## src/rtl/g_b_serial_pkg.sv

```systemverilog
// Shared types and constants for the serial Gray-to-binary decoder.
// gray2bin_ref is a combinational reference decoder intended for benches.
package gray_pkg;

    typedef enum logic [1:0] {
        IDLE = 2'd0,
        CONV = 2'd1,
        DONE = 2'd2
    } state_t;

    localparam int GRAY_WIDTH = 4;

    // Upper bits beyond the real word width must be zero; they then decode to zero.
    function automatic logic [31:0] gray2bin_ref(input logic [31:0] g);
        logic [31:0] b;
        b[31] = g[31];
        for (int i = 30; i >= 0; i--) begin
            b[i] = b[i+1] ^ g[i];
        end
        return b;
    endfunction

endpackage

```

## src/rtl/g_b_serial_if.sv

```systemverilog
// Handshake bundle between a Gray producer, the decoder and a binary consumer.
// The master modport is the environment side; the slave modport is the decoder.
interface g_b_serial_if #(
    parameter int WIDTH = 4
) ();
    logic             in_valid;
    logic             in_ready;
    logic [WIDTH-1:0] gray_in;
    logic             out_valid;
    logic             out_ready;
    logic [WIDTH-1:0] bin_out;

    modport master (
        output in_valid, gray_in, out_ready,
        input  in_ready, out_valid, bin_out
    );

    modport slave (
        input  in_valid, gray_in, out_ready,
        output in_ready, out_valid, bin_out
    );
endinterface

```

## src/rtl/g_b_serial.sv

```systemverilog
// Serial Gray-to-binary decoder: one word in flight, MSB resolved first, one bit per clock.
// state | meaning: IDLE = waiting for a word; CONV = resolving bit idx; DONE = result held until taken.
module g_b_serial
    import gray_pkg::*;
#(
    parameter int WIDTH = GRAY_WIDTH
) (
    input  logic          clk,
    input  logic          rst_n,
    g_b_serial_if.slave   bus,
    output logic          busy
);

    localparam int IDX_W = (WIDTH > 1) ? $clog2(WIDTH) : 1;
    localparam logic [IDX_W-1:0] IDX_TOP = IDX_W'(WIDTH - 1);

    state_t           state;
    state_t           state_nx;
    logic [WIDTH-1:0] gray_q;
    logic [WIDTH-1:0] bin_q;
    logic [IDX_W-1:0] idx_q;
    logic             par_q;
    logic             bit_res;

    // Running parity of all Gray bits above and including idx is the binary bit at idx.
    assign bit_res = par_q ^ gray_q[idx_q];

    always_ff @(posedge clk) begin
        if (!rst_n) begin
            state <= IDLE;
        end else begin
            state <= state_nx;
        end
    end

    always_comb begin
        state_nx      = state;
        bus.in_ready  = 1'b0;
        bus.out_valid = 1'b0;
        busy          = 1'b0;
        case (state)
            IDLE: begin
                bus.in_ready = 1'b1;
                if (bus.in_valid) begin
                    state_nx = CONV;
                end
            end
            CONV: begin
                busy = 1'b1;
                if (idx_q == '0) begin
                    state_nx = DONE;
                end
            end
            DONE: begin
                busy          = 1'b1;
                bus.out_valid = 1'b1;
                if (bus.out_ready) begin
                    state_nx = IDLE;
                end
            end
            default: begin
                state_nx = IDLE;
            end
        endcase
    end

    always_ff @(posedge clk) begin
        if (!rst_n) begin
            gray_q <= '0;
            bin_q  <= '0;
            idx_q  <= IDX_TOP;
            par_q  <= 1'b0;
        end else begin
            case (state)
                IDLE: begin
                    if (bus.in_valid) begin
                        gray_q <= bus.gray_in;
                        bin_q  <= '0;
                        idx_q  <= IDX_TOP;
                        par_q  <= 1'b0;
                    end
                end
                CONV: begin
                    par_q        <= bit_res;
                    bin_q[idx_q] <= bit_res;
                    if (idx_q != '0) begin
                        idx_q <= idx_q - 1'b1;
                    end
                end
                default: begin
                end
            endcase
        end
    end

    assign bus.bin_out = bin_q;

endmodule
```

## src/flat_wrapper.sv

```systemverilog
// flat-port wrapper written by rule: the top's interface ports become plain ports
module g_b_serial_flat import gray_pkg::*;
#(
    parameter int WIDTH = GRAY_WIDTH
)
  (clk, rst_n, busy, bus_in_valid, bus_gray_in, bus_out_ready, bus_in_ready, bus_out_valid, bus_bin_out);
  g_b_serial_if #(.WIDTH(WIDTH)) bus_i ();
  input  logic clk;
  input  logic rst_n;
  output logic busy;
  input wire logic [$bits(bus_i.in_valid)-1:0] bus_in_valid;
  input wire logic [$bits(bus_i.gray_in)-1:0] bus_gray_in;
  input wire logic [$bits(bus_i.out_ready)-1:0] bus_out_ready;
  output wire logic [$bits(bus_i.in_ready)-1:0] bus_in_ready;
  output wire logic [$bits(bus_i.out_valid)-1:0] bus_out_valid;
  output wire logic [$bits(bus_i.bin_out)-1:0] bus_bin_out;
  assign bus_i.in_valid = bus_in_valid;
  assign bus_i.gray_in = bus_gray_in;
  assign bus_i.out_ready = bus_out_ready;
  assign bus_in_ready = bus_i.in_ready;
  assign bus_out_valid = bus_i.out_valid;
  assign bus_bin_out = bus_i.bin_out;
  g_b_serial #(.WIDTH(WIDTH)) u_core (.clk(clk), .rst_n(rst_n), .bus(bus_i), .busy(busy));
endmodule
```

## config.mk

```make
export PLATFORM = sky130hd
export DESIGN_NAME = g_b_serial_flat
export DESIGN_NICKNAME = d
export VERILOG_FILES = /design/src/rtl/g_b_serial_pkg.sv /design/src/rtl/g_b_serial_if.sv /design/src/rtl/g_b_serial.sv /design/src/flat_wrapper.sv
export SDC_FILE = /design/constraint.sdc
export NUM_CORES = 1
export LEC_CHECK = 0
export CAP_MARGIN = 20
export CORE_UTILIZATION = 45
export DETAILED_ROUTE_END_ITERATION = 10
export PLACE_DENSITY = 0.72
export SYNTH_ARGS = -nofsm -noshare
export SYNTH_HDL_FRONTEND = slang
export SYNTH_SLANG_ARGS = --single-unit
```

## constraint.sdc

```tcl
create_clock -name clk -period 3.3 [get_ports clk]
set_input_delay 0.33 -clock clk [delete_from_list [all_inputs] [get_ports clk]]
set_output_delay 0.33 -clock clk [all_outputs]
set_load 0.02 [all_outputs]
```

=== Word-level counts from Yosys, hierarchy flattened ===
Cells that the tools add are included.
Widths: inputs -> output; s select.

* Output and inout bits: 7
* Register bits: 13
* Word-level logic and storage cells: 44

* Reductions and logical operators: 10
* Mux-type cells: 19
* Order comparisons: 2
* Add/sub/neg operators: 1
* Equal/unequal tests: 6
* Bitwise logic cells: 1

{| class="wikitable"
|+ Operators with widths
! cell !! count
|-
| $mux 2 || 5
|-
| $pmux 4 s2 || 1
|-
| $mux 1 || 6
|-
| $pmux 2 s3 || 1
|-
| $reduce_and 3->1 || 2
|-
| $bwmux 4 || 1
|-
| $logic_not 2->1 || 2
|-
| $mux 4 || 1
|-
| $ne 2x1->1 const B || 2
|-
| $ne 2x2->1 const B || 2
|-
| $pmux 2 s2 || 1
|-
| $reduce_and 2->1 || 2
|-
| $reduce_bool 2->1 || 2
|-
| $lt 2x3->1 const B || 1
|-
| $bmux 1 s2 || 1
|-
| $demux 1 s2 || 1
|-
| $eq 2x1->1 const B || 1
|-
| $eq 2x2->1 const B || 1
|-
| $ge 2x1->1 const B || 1
|-
| $pmux 1 s2 || 1
|-
| $reduce_or 2->1 || 1
|-
| $sub 2x1->2 const B || 1
|-
| $logic_and 1x1->1 || 1
|-
| $xor 1x1->1 || 1
|}

=== Depth between registers and ports, before layout ===
Gate-level depths: netlist of run 1.

* Depth after elaboration: 6
* Mapped depth: 7

=== Least setup slack after synthesis of run 1 ===
No wires, ideal clock.

* Path type: register -> register
* From: register u_core.state[0]
* To: register u_core.bin_q[0], in the netlist u_core.bus.bin_out[0]
* Stages on the path, launching flop included: 8
* Setup time: 0.117 ns
* Arrival time: 1.570 ns
* Buffers on the path: 1
* Required time: 3.183 ns
* Slack: 1.613 ns
* Path through: dfxtp_1 -> inv_1 -> ha_1 -> clkbuf_1 -> nand2b_1 -> o21a_1 -> o21ai_0 -> a32o_1

* Word-level cells in the longest chain between the ends: 3
* Elaborated cells between the ends (all ways): 6
* Classes of those cells: eq/ne (2); mux (1); reduce/logical (3)

{| class="wikitable"
|+ RTL lines
! element !! RTL line !! RTL
|-
| from (decl) || g_b_serial.sv:17 || <nowiki>state_t state;</nowiki>
|-
| from (signal assigned) || g_b_serial.sv:32 || <nowiki>state <= state_nx;</nowiki>
|-
| $eq 2x1->1 / $logic_not 2->1 (equally long branches) || g_b_serial.sv:74 || <nowiki>case (state)</nowiki>
|-
| $reduce_bool 2->1 (no line) / $ne 2x2->1 (equally long branches) || - ||
|-
| $reduce_and 2->1 (no line) || - ||
|-
| to (signal, indexed assignment) || g_b_serial.sv:85 || <nowiki>bin_q[idx_q] <= bit_res;</nowiki>
|-
| to (decl) || g_b_serial.sv:20 || <nowiki>logic [WIDTH-1:0] bin_q;</nowiki>
|}

Parallel ways exist; a longest one is shown, timed or not.
A chain may end at the register's enable or synchronous reset.

=== Final worst setup path of run 1 ===
* From: register u_core.state[1]
* To: output port bus_in_ready

* Word-level cells in the longest chain between the ends: 2

{| class="wikitable"
|+ RTL lines
! element !! RTL line !! RTL
|-
| $logic_not 2->1 || g_b_serial.sv:41 || <nowiki>case (state)</nowiki>
|-
| $mux 1 || g_b_serial.sv:41 ||
|-
| to (decl) || flat_wrapper.sv:14 || <nowiki>output wire logic [$bits(bus_i.in_ready)-1:0] bus_in_ready;</nowiki>
|}

Every way passes these cells.

==> results_dict.tcl, run 1 <==
set metrics [dict create \
    period_share_pct 62.9 \
    setup_ws_ns 1.23 \
    n_fill_cell 114 \
    multiInputGateArea_um2 413 \
    place_hpwl_um 989 \
    cts_buffers 3 \
    max_freq_mhz 482 \
    drcViolationCount 0 \
    die_h_um 41.5 \
    critPathTopFamily "buffers and inverters" \
    start_util_pct 50.9 \
    overflow 0 \
    drv_cap 0 \
    powerDensity_mw_per_mm2 664 \
    cts_tree "done" \
    seq_area_frac_synth_pct 37.0 \
    drt_iter0_drc 15 \
    worst_path_max_delay_cell "clkdlybuf4s50_1" \
    hold_buffers 0 \
    cts.clk_slew.worst_paths_ns 0.08 \
    status "finished clean" \
    grt_use_met2_pct 26.9 \
    holdWs_ns 0.470 \
    crit_chain "inv_1 > ha_1 > clkdlybuf4s50_1" \
    wl_per_cell_um 12.6 \
    slew_headroom_pct 65.3 \
    core_mm2 0.00138 \
    cp_slowest_stage_delay_ns 0.67 \
    holdPathStages 2 \
    viasPerCell 5.62 \
    finalSetupViolations 0 \
    worstPathMaxFanout 10 \
    path_class "flop to primary output" \
    grt_pass1_vias 534 \
    total_leakage_power_nw 0.355 \
    vias 607 \
    fin_crit_ns 2.07 \
    ys_seq_elements 13 \
    critical_path_buf_inv_count 2 \
    ant_nets 0 \
    clk_path_buf_depth 2 \
    top_usage_layer "met2" \
    area_delta_synth_final_pct 25.3 \
    clockRootBuffer "clkbuf_4" \
    tightest_slew_ns 0.518 \
    met3_usage_pct 2.61 \
    start_kind "flop" \
    grt_util_all_layers_pct 18.4 \
    slew_viol_final 0 \
    pre_cts_ws_ns 1.42 \
    met1_usage_pct 26.1 \
    syn_avg_cell_area_um2 9.13 \
    h-tree-depth 1 \
    hold_path.class "flop to flop" \
    row_count 13 \
    clock-skew-final_ns 0.00786 \
    synthesis.area_um2 703 \
    register_area_um2 260 \
    postRouteWirelength_mm 1.36 \
    grt_max_degree 17 \
    r2r_cells 6 \
    diodes 0 \
    syn-num-nets 92 \
    crit_required_ns 2.97 \
    cp-end-kind "primary output" \
    post_cts_buffers 0 \
    syn_inst 77 \
    drive_gt1_share_pct 6.45 \
    critPathArrivalTime_ns 1.74 \
    nets 109 \
    grt_setup_unrepaired "false" \
    path_depth 3 \
    die_w_um 41.5 \
    synth_cell_types 25 \
    io_pins 15 \
    gp_congestion 0.770 \
    hold_viol 0 \
    grt_pass1_wl_mm 2.45 \
    portBuffers 14 \
    cts_resized 0 \
    dieArea_mm2 0.00172 \
    clock-sinks 13 \
    insertion_delay_ns 0.28 \
    irDropWorstVdd_mv 0.391 \
    dr.pass1.iters 4 \
    antenna_found_initial 0 \
    yosysWarnings 0 \
    setup_tns_ns 0 \
]
## worst min-delay path, delay by kind of cell (launching register included)
family,cells,cell delay [ns]
AOI/OAI and AO/OA,1,0.06
DFF,1,0.32
and+or+nand+nor,1,0.05
## cell type report
cell class                      instances  share of cell area (%)
Clock buffer                            4                    2.98
Multi-Input combinational cell         56                    46.9
Timing Repair Buffer                   14                    15.9
Inverter                                6                    2.56
Tap cell                               15                    2.13
Sequential cell                        13                    29.5
## cell usage after synthesis, drive strengths merged
master,count,share of area (%)
o221ai,1,1.2
o21a,1,1.1
nor2,3,1.6
nor2b,2,1.8
nand4,1,0.89
mux4,1,3.2
ha,7,12
a21boi,4,4.3
and2b,1,1.1
and3b,2,2.5
xnor2,1,1.2
a32o,4,5.7
and2,1,0.89
mux2i,2,2.8
nand2b,1,0.89
clkbuf,2,1.1
inv,6,3.2
nand2,7,3.7
dfxtp,13,37
o22ai,2,1.8
nand3,6,4.3
o21ai,5,3.6
o221a,1,1.6
a21oi,3,2.1
## worst paths after layout
check | slack (ns) | to | start
setup reg to reg | 1.56 | u_core.bus.bin_out[3] | u_core.state[0]
hold reg to reg | 0.47 | u_core.gray_q[2] | u_core.gray_q[2]
hold / removal | 0.47 | u_core.gray_q[2] | u_core.gray_q[2]
setup / recovery | 1.23 | bus_in_ready | u_core.state[1]
## power breakdown
group	switching (mW)	internal [mW]	total, mW	leakage [nW]
sequential	0.0206	0.181	0.202	0.106
combinational	0.159	0.125	0.284	0.234
clock	0.0521	0.0469	0.0990	0.0150
total	0.231	0.353	0.585	0.355
## logic make-up (layout without fill, tap and decap cells)
kind of cell | Yosys count | count (layout) | synth area share [%]
simple gates | 24 | 24 | 17.6
compound gates | 21 | 21 | 21.4
flops | 13 | 13 | 37.0
buf+inv | 8 | 24 | 4.27
fa+ha+maj | 7 | 7 | 12.5
mux | 3 | 3 | 6.05
xor+xnor | 1 | 1 | 1.25
## layer usage
metal	wire (um)	vias up
met5	0	-
met4	29	0
met3	43	4
met2	595	12
met1	692	280
li1	-	311
## cells in the final DEF (no fill, tap or decap), drive strengths merged
master	instances
a21boi	4
a21oi	3
a32o	4
and2	1
and2b	1
and3b	2
clkbuf	4
clkdlybuf4s50	14
dfxtp	13
ha	7
inv	6
mux2i	2
mux4	1
nand2	7
nand2b	1
nand3	6
nand4	1
nor2	3
nor2b	2
o21a	1
o21ai	5
o221a	1
o221ai	1
o22ai	2
xnor2	1
## state kept, by name, indices dropped and copies added, names as in the netlist
name and cells:
u_core.bus.bin_out 4, u_core.gray_q 4, u_core.idx_q 2, u_core.state 2, u_core.par_q 1
## per-stage QoR
step	power, mW	instance area, um2	utilization [%]	std cells
floorplan	0.405	703	-	77
global placement	0.484	855	61.8	104
detailed placement	0.486	855	61.8	104
CTS	0.586	881	63.7	108
global route	0.629	881	63.7	108
finish	0.585	881	63.7	108
(Power assumes the default switching activity.)
==> run 2: changes to the inputs <==
--- a/config.mk
+++ b/config.mk
@@ -6,7 +6,7 @@
 export NUM_CORES = 1
 export LEC_CHECK = 0
 export CAP_MARGIN = 20
-export CORE_UTILIZATION = 45
+export CORE_UTILIZATION = 43
 export DETAILED_ROUTE_END_ITERATION = 10
 export PLACE_DENSITY = 0.72
 export SYNTH_ARGS = -nofsm -noshare
==> constraint.sdc (replaced) <==
create_clock -name clk -period 1.7 [get_ports clk]
set_input_delay 0.17 -clock clk [delete_from_list [all_inputs] [get_ports clk]]
set_output_delay 0.17 -clock clk [all_outputs]
set_load 0.02 [all_outputs]
==> run 2 against run 1 <==
Against the previous run:
- non-clock buffer count rose by 7
- sequential cell count did not move
- critical path depth rose by 3
- largest cell class unchanged
- clock skew fell by 0.0037 ns
- largest power group unchanged
- sequential share of layout area fell by 1.8 points
- critical endpoint is now u_core.bus.bin_out[3]
==> results_dict.tcl, run 2 (same netlist as run 1, synthesis figures left out) <==
set metrics [dict create \
    status "finished clean" \
    critical_path_buf_inv_count 1 \
    io_pins 15 \
    antenna_found_initial 0 \
    n_fill_cell 148 \
    register_area_um2 260 \
    final_common_cell "dfxtp_1" \
    top_usage_layer "met2" \
    post_cts_buffers 0 \
    finalSetupViolations 0 \
    die_h_um 42.4 \
    fin_crit_ns 1.55 \
    period_share_pct 91.3 \
    total_leakage_power_nw 0.408 \
    cp-end-kind "flop" \
    cts.clk_slew.worst_paths_ns 0.08 \
    h-tree-depth 1 \
    grt_pass1_wl_mm 2.59 \
    grt_max_degree 16 \
    grt_pass1_vias 596 \
    diodes 0 \
    hold_buffers 0 \
    grt_setup_unrepaired "false" \
    overflow 0 \
    drcViolationCount 0 \
    irDropWorstVdd_mv 0.691 \
    tightest_slew_ns 0.231 \
    worst_path_max_delay_cell "dfxtp_1" \
    clk_path_buf_depth 2 \
    clock-skew-final_ns 0.00421 \
    gp_congestion 0.737 \
    slew_viol_final 0 \
    worstPathMaxFanout 6 \
    place_hpwl_mm 1.17 \
    powerDensity_mw_per_mm2 1240 \
    ant_nets 0 \
    dieArea_mm2 0.00180 \
    drt_iter0_drc 15 \
    critPathTopFamily "compound AO/OA/AOI/OAI gates" \
    clockRootBuffer "clkbuf_4" \
    crit_chain "inv_1 > ha_1 > nand2b_1 > o21a_1 > o21ai_0 > a32o_1" \
    setup_tns_ns 0 \
    clock-sinks 13 \
    postRouteWirelength_mm 1.49 \
    critPathArrivalTime_ns 1.72 \
    max_freq_mhz 644 \
    core_mm2 0.00152 \
    cts_buffers 3 \
    grt_util_all_layers_pct 18.4 \
    nets 116 \
    wl_per_cell_um 12.8 \
    layout_common_cells "13 x dfxtp_1, 11 x clkdlybuf4s50_1, 7 x nand2_1, 7 x ha_1, 7 x buf_4" \
    cp_slowest_stage_delay_ns 0.36 \
    multiInputGateArea_um2 415 \
    vias 624 \
    hold_path.class "flop to flop" \
    drive_gt1_share_pct 14.0 \
    grt_use_met2_pct 31.1 \
    start_kind "flop" \
    dr.pass1.iters 4 \
    cts_tree "done" \
    row_count 14 \
    crit_required_ns 1.87 \
    met3_usage_pct 3.88 \
    portBuffers 14 \
    holdWs_ns 0.463 \
    die_w_um 42.4 \
    met1_usage_pct 24.2 \
    slew_headroom_pct 84.5 \
    area_delta_synth_final_pct 33.3 \
    path_class "flop to flop" \
    power_mw 1.17 \
    viasPerCell 5.38 \
    hold_viol 0 \
    start_util_pct 46.1 \
    drv_cap 0 \
    insertion_delay_ns 0.27 \
]
## run 2: report_power, final
| group | internal [mW] | switching, mW |
|---|---|---|
| sequential | 0.351 | 0.0337 |
| combinational | 0.267 | 0.321 |
| clock | 0.0907 | 0.101 |
## run 2: stage by stage
| step | std cells | setup slack, ns | util (%) | area, um2 |
|---|---|---|---|---|
| finish | 116 | 0.147 | 61.5 | 937 |
| global route | 116 | 0.0568 | 61.5 | 937 |
| CTS | 116 | 0.0649 | 61.2 | 932 |
| detailed placement | 112 | 0.155 | 59.6 | 908 |
| global placement | 112 | 0.189 | 59.6 | 908 |
| floorplan | 77 | 0.0130 | - | 703 |
## run 2: worst paths after layout
check / start / endpoint / slack (ns) / cells after the start
worst max register to register: u_core.state[0] / u_core.bus.bin_out[3] / 0.15 / 6
worst min-delay path: u_core.gray_q[3] / u_core.gray_q[3] / 0.46 / 2
worst max-delay path: u_core.state[0] / u_core.bus.bin_out[3] / 0.15 / 6
worst min register to register: u_core.gray_q[3] / u_core.gray_q[3] / 0.46 / 2
## run 2: routing by layer
metal  up-vias  wire (um)
li1        323          -
met1       291        706
met4         0          0
met5         -          0
met2        10        739
met3         0         39
## run 2: worst register-to-register path, stage by stage, from the launching register on
cell and delay, ns:
dfxtp_1 0.36, inv_1 0.07, ha_1 0.25, nand2b_1 0.14
o21a_1 0.23, o21ai_0 0.12, a32o_1 0.26
## run 2: cell type report
cell class / count / share of cell area [%]
Multi-Input combinational cell: 56 / 44.3
Sequential cell: 13 / 27.8
Timing Repair Buffer: 21 / 20.6
Clock buffer: 4 / 2.80
Inverter: 6 / 2.40
Tap cell: 16 / 2.14
## run 2: what timing repair did
item	in CTS	in global routing
endpoints found under the setup margin	2	2
pin swaps	0	0
hold endpoints to repair	0	0
cloned	0	0
resized for setup	2	2
